File: src/rtl/fwd_scoreboard.sv
// Operand forwarding scoreboard: tracks DEPTH producer stages and resolves each source to RF or youngest match.
// Zero-cycle combinational forwarding; stall held while the selected producer is an outstanding load.
module fwd_scoreboard #(
  parameter int XLEN     = 32,
  parameter int NSRC     = 2,
  parameter int DEPTH    = 2,
  parameter int LD_STAGE = 1,
  localparam int SELW    = $clog2(DEPTH + 1)
) (
  input  logic                   clk,
  input  logic                   rst,
  input  logic [NSRC-1:0]        src_valid,
  input  logic [NSRC*5-1:0]      src_addr,
  input  logic [NSRC*XLEN-1:0]   src_rf_data,
  input  logic                   ex_valid,
  input  logic                   ex_we,
  input  logic                   ex_load,
  input  logic [4:0]             ex_rd,
  input  logic [XLEN-1:0]        ex_result,
  input  logic                   ld_valid,
  input  logic [XLEN-1:0]        ld_data,
  input  logic                   flush,
  output logic [NSRC*XLEN-1:0]   op_out,
  output logic [NSRC*SELW-1:0]   fwd_sel,
  output logic                   stall,
  output logic [15:0]            stall_cnt
);

  logic [DEPTH-1:0] e_valid;
  logic [DEPTH-1:0] e_we;
  logic [DEPTH-1:0] e_ready;
  logic [4:0]       e_rd   [DEPTH];
  logic [XLEN-1:0]  e_data [DEPTH];

  logic capture;
  assign capture = ex_valid && !stall && !flush;

  always_ff @(posedge clk or posedge rst) begin
    if (rst) begin
      for (int k = 0; k < DEPTH; k++) begin
        e_valid[k] <= 1'b0;
        e_we[k]    <= 1'b0;
        e_ready[k] <= 1'b1;
        e_rd[k]    <= 5'd0;
        e_data[k]  <= '0;
      end
      stall_cnt <= 16'd0;
    end else begin
      if (capture) begin
        e_valid[0] <= 1'b1;
        e_we[0]    <= ex_we;
        e_ready[0] <= !ex_load;
        e_rd[0]    <= ex_rd;
        e_data[0]  <= ex_result;
      end else begin
        e_valid[0] <= 1'b0;
        e_we[0]    <= 1'b0;
        e_ready[0] <= 1'b1;
        e_rd[0]    <= 5'd0;
        e_data[0]  <= '0;
      end
      for (int k = 1; k < DEPTH; k++) begin
        e_valid[k] <= e_valid[k-1];
        e_we[k]    <= e_we[k-1];
        e_rd[k]    <= e_rd[k-1];
        // Load data is merged only as the pending entry moves into the return stage.
        if (k == LD_STAGE && e_valid[k-1] && !e_ready[k-1] && ld_valid) begin
          e_data[k]  <= ld_data;
          e_ready[k] <= 1'b1;
        end else begin
          e_data[k]  <= e_data[k-1];
          e_ready[k] <= e_ready[k-1];
        end
      end
      if (stall && stall_cnt != 16'hFFFF)
        stall_cnt <= stall_cnt + 16'd1;
    end
  end

  always_comb begin
    logic [4:0] a;
    logic       rdy;
    op_out  = src_rf_data;
    fwd_sel = '0;
    stall   = 1'b0;
    for (int i = 0; i < NSRC; i++) begin
      a   = src_addr[5*i +: 5];
      rdy = 1'b1;
      // Walk oldest to youngest so the youngest match overrides.
      for (int k = DEPTH - 1; k >= 0; k--) begin
        if (e_valid[k] && e_we[k] && e_rd[k] == a && a != 5'd0 && src_valid[i]) begin
          fwd_sel[SELW*i +: SELW] = SELW'(k + 1);
          op_out[XLEN*i +: XLEN]  = e_data[k];
          rdy                     = e_ready[k];
        end
      end
      if (!rdy)
        stall = 1'b1;
    end
  end

endmodule

File: config.mk
export PLATFORM = sky130hd
export DESIGN_NAME = fwd_scoreboard
export DESIGN_NICKNAME = d
export VERILOG_FILES = /design/src/rtl/fwd_scoreboard.sv
export SDC_FILE = /design/constraint.sdc
export NUM_CORES = 1
export LEC_CHECK = 0
export ABC_AREA = 1
export BUFFER_PORTS_ARGS = -buffer_cell sky130_fd_sc_hd__clkbuf_2
export CAP_MARGIN = 20
export CORE_MARGIN = 2
export CORE_UTILIZATION = 35
export DETAILED_ROUTE_END_ITERATION = 10
export GPL_ROUTABILITY_DRIVEN = 1
export GPL_TIMING_DRIVEN = 0
export SKIP_LAST_GASP = 1
export SLEW_MARGIN = 10
export SYNTH_ARGS = -nofsm -noshare
export SYNTH_HDL_FRONTEND = slang
export SYNTH_SLANG_ARGS = --single-unit
File: constraint.sdc
create_clock -name clk -period 6.1 [get_ports clk]
set_input_delay 0 -clock clk [delete_from_list [all_inputs] [get_ports clk]]
set_output_delay 0 -clock clk [all_outputs]
set_load 0.02 [all_outputs]
==> impl_metrics.json <==
{
  "synth_seq_cells": 96,
  "via_per_inst": 4.70,
  "stdcell_area_sq_um": 8070,
  "p_per_area_nw_per_um2": 189,
  "drt_iter0_drc": 301,
  "synth.distinct_cells": 31,
  "cp_max_fo": 10,
  "cts-root-buf": "clkbuf_16",
  "die_x_um": 130,
  "syn_nets": 919,
  "crit_path_end_kind": "primary output",
  "critPathLaunchType": "flip-flop",
  "status": "complete, no violations",
  "p_leak_nw": 4.29,
  "numPortBuffers": 236,
  "clkSlewWorstSetupHoldPaths_ns": 0.07,
  "yosysTopAreaCellShare": 0.425,
  "clock_path_buffers": 2,
  "fmax_ghz": 0.390,
  "first_global_vias": 6082,
  "fin_crit_ns": 2.56,
  "final_cell_mix": "236 x clkbuf_2, 141 x inv_1, 133 x nand2_1",
  "cts_made_buffers": 9,
  "dpl_cell_area_sq_um": 7020,
  "cp.required_ns": 6.10,
  "drc": 0,
  "rsz0062_at_grt": "no",
  "final_common_cell": "clkbuf_2",
  "dieHeight_um": 130,
  "ir_drop_uv": 112,
  "ios": 237,
  "synth-seq-area-share": 0.434,
  "grt_max_degree": 55,
  "yosysWarnings": 0,
  "fin_tns_setup_ns": 0,
  "antennaDiodeCount": 0,
  "synth_area_leaders": "dfrtp_1 42%, inv_1 9.6%, nand2_1 9.0%",
  "synthesis.area_sq_um": 5540,
  "maxCapViolations": 0,
  "clock_sinks": 96,
  "crit_start": "e_rd[6]",
  "grt_overflow": 0,
  "gp_congestion": 0.853,
  "drv_slew": 0,
  "clock_latency_ns": 0.34,
  "crit_type": "reg2out",
  "netlist_instances": 766,
  "min_period_over_period": 0.420,
  "netlist.top_cell.by_area": "dfrtp_1",
  "post_cts_buffers": 0,
  "min_from": "ex_valid",
  "grt_usage": 0.235,
  "worst_pin_slew_ns": 0.657,
  "cts_htree_levels": 3,
  "rows": 45,
  "worstPathArrival_ns": 2.56,
  "fin_nets": 1240,
  "place_hpwl_um": 14200,
  "ant_nets": 0,
  "hold_path.class": "in2reg",
  "die_area_sq_um": 16900,
  "core_sq_um": 15300,
  "cts_tree": "built",
  "skew_ns": 0.00483,
  "drive_gt1_frac": 0.272,
  "fillers": 1565,
  "setup_viol": 0,
  "initial_core_util": 0.362,
  "area.growth.synth_to_final_pct": 45.6,
  "routed_wl_um": 19700,
  "finalHoldViolCount": 0,
  "grt_pass1_wl_um": 30700,
  "vias": 6121,
  "antenna_found_initial": 0,
  "dr.pass1.iters": 5,
  "wl_per_cell_um": 15.1,
  "syn_avg_cell_area_sq_um": 7.23,
  "slew_headroom": 0.562,
  "reg2reg_from": "e_rd[9]"
}
worst paths after layout:
check / endpoint / cells after the start / slack (ns)
hold reg to reg: e_we[1] / 0 / 0.39
setup reg to reg: e_ready[0] / 14 / 3.83
setup / recovery: op_out[25] / 9 / 3.54
min in group asynchronous: e_data[48] / 3 / 0.26
hold / removal: e_rd[9] / 4 / 0.13
max in group asynchronous: e_ready[1] / 4 / 5.12
cell usage after synthesis:
library cell,n
a21boi_1,1
a21oi_1,98
buf_1,3
buf_2,13
buf_4,2
buf_6,1
buf_8,1
clkbuf_1,20
dfrtp_1,94
dfstp_2,2
ha_1,1
inv_1,142
inv_2,5
nand2_1,133
nand2_2,5
nand2_4,2
nand3_1,28
nand4_1,4
nand4_4,1
nor2_1,85
nor2_2,2
nor2_4,9
nor3_1,2
nor3_2,1
nor3b_1,1
nor4_1,1
o211ai_1,32
o21ai_0,63
o21ai_1,1
xnor2_1,7
xor2_1,6
area by class of cell:
| cell class | count | area (sq um) | share of cell area |
|---|---|---|---|
| Clock buffer | 14 | 284 | 0.0352 |
| Buffer | 40 | 193 | 0.0239 |
| Multi-Input combinational cell | 483 | 2390 | 0.296 |
| Timing Repair Buffer | 310 | 1940 | 0.240 |
| Sequential cell | 96 | 2400 | 0.298 |
| Clock inverter | 2 | 35.0 | 0.00434 |
| Tap cell | 211 | 264 | 0.0327 |
| Inverter | 147 | 554 | 0.0687 |
metrics by stage:
| step | power [mW] | cells | utilization | hold slack, ns | worst slack, ns |
|---|---|---|---|---|---|
| 4_1_cts | 1.54 | 1303 | 0.527 | 0.132 | 3.53 |
| 2_1_floorplan | 0.791 | 766 | - | 0.0720 | 3.60 |
| 3_3_place_gp | 0.886 | 1213 | 0.456 | 0.188 | 2.29 |
| 3_5_place_dp | 0.890 | 1214 | 0.458 | 0.104 | 3.92 |
| 5_1_grt | 1.60 | 1303 | 0.527 | 0.157 | 3.38 |
| 6_report | 1.53 | 1303 | 0.527 | 0.133 | 3.54 |
per-layer routing:
metal / vias up / track usage / part of all wire
met5: - / 0 / 0
met4: 0 / 0.0734 / 0.019
met3: 26 / 0.0455 / 0.066
met2: 222 / 0.407 / 0.48
met1: 2822 / 0.295 / 0.44
li1: 3051 / - / -
cells by family (layout without fill, tap and decap cells):
logic type | after synthesis | in the layout | synth area share
buf+inv | 187 | 513 | 0.134
simple gates | 274 | 274 | 0.218
xor+xnor | 13 | 13 | 0.0206
flops | 96 | 96 | 0.434
fa+ha+maj | 1 | 1 | 0.00226
compound gates | 195 | 195 | 0.191
worst max-delay path, cell delays in order, from the launching register on:
cell and delay, ns:
dfrtp_1 0.41, xnor2_1 0.14, nand2_1 0.09, nor2_1 0.04
nand2_1 0.15, buf_2 0.32, clkbuf_1 0.55, o211ai_1 0.19
o21ai_0 0.11, clkbuf_2 0.19
sequential cells by signal, summed over array words and instances, names as in the netlist:
signal and count:
e_we 2, e_data 64, e_rd 10, stall_cnt 16, e_valid 2, e_ready 2
repair_timing:
action / 4_1_cts / 5_1_grt
endpoints found under the hold margin: 113 / 0
setup endpoints to repair: 0 / 0
resized for setup: 0 / 0
hold buffers: 73 / 0
report_power, final:
group,leakage (nW),switching [mW],internal (mW),total [mW]
clock,0.159,0.248,0.363,0.611
sequential,1.29,0.00788,0.659,0.667
combinational,2.84,0.133,0.116,0.249
Power figures use the tool's default switching activity.
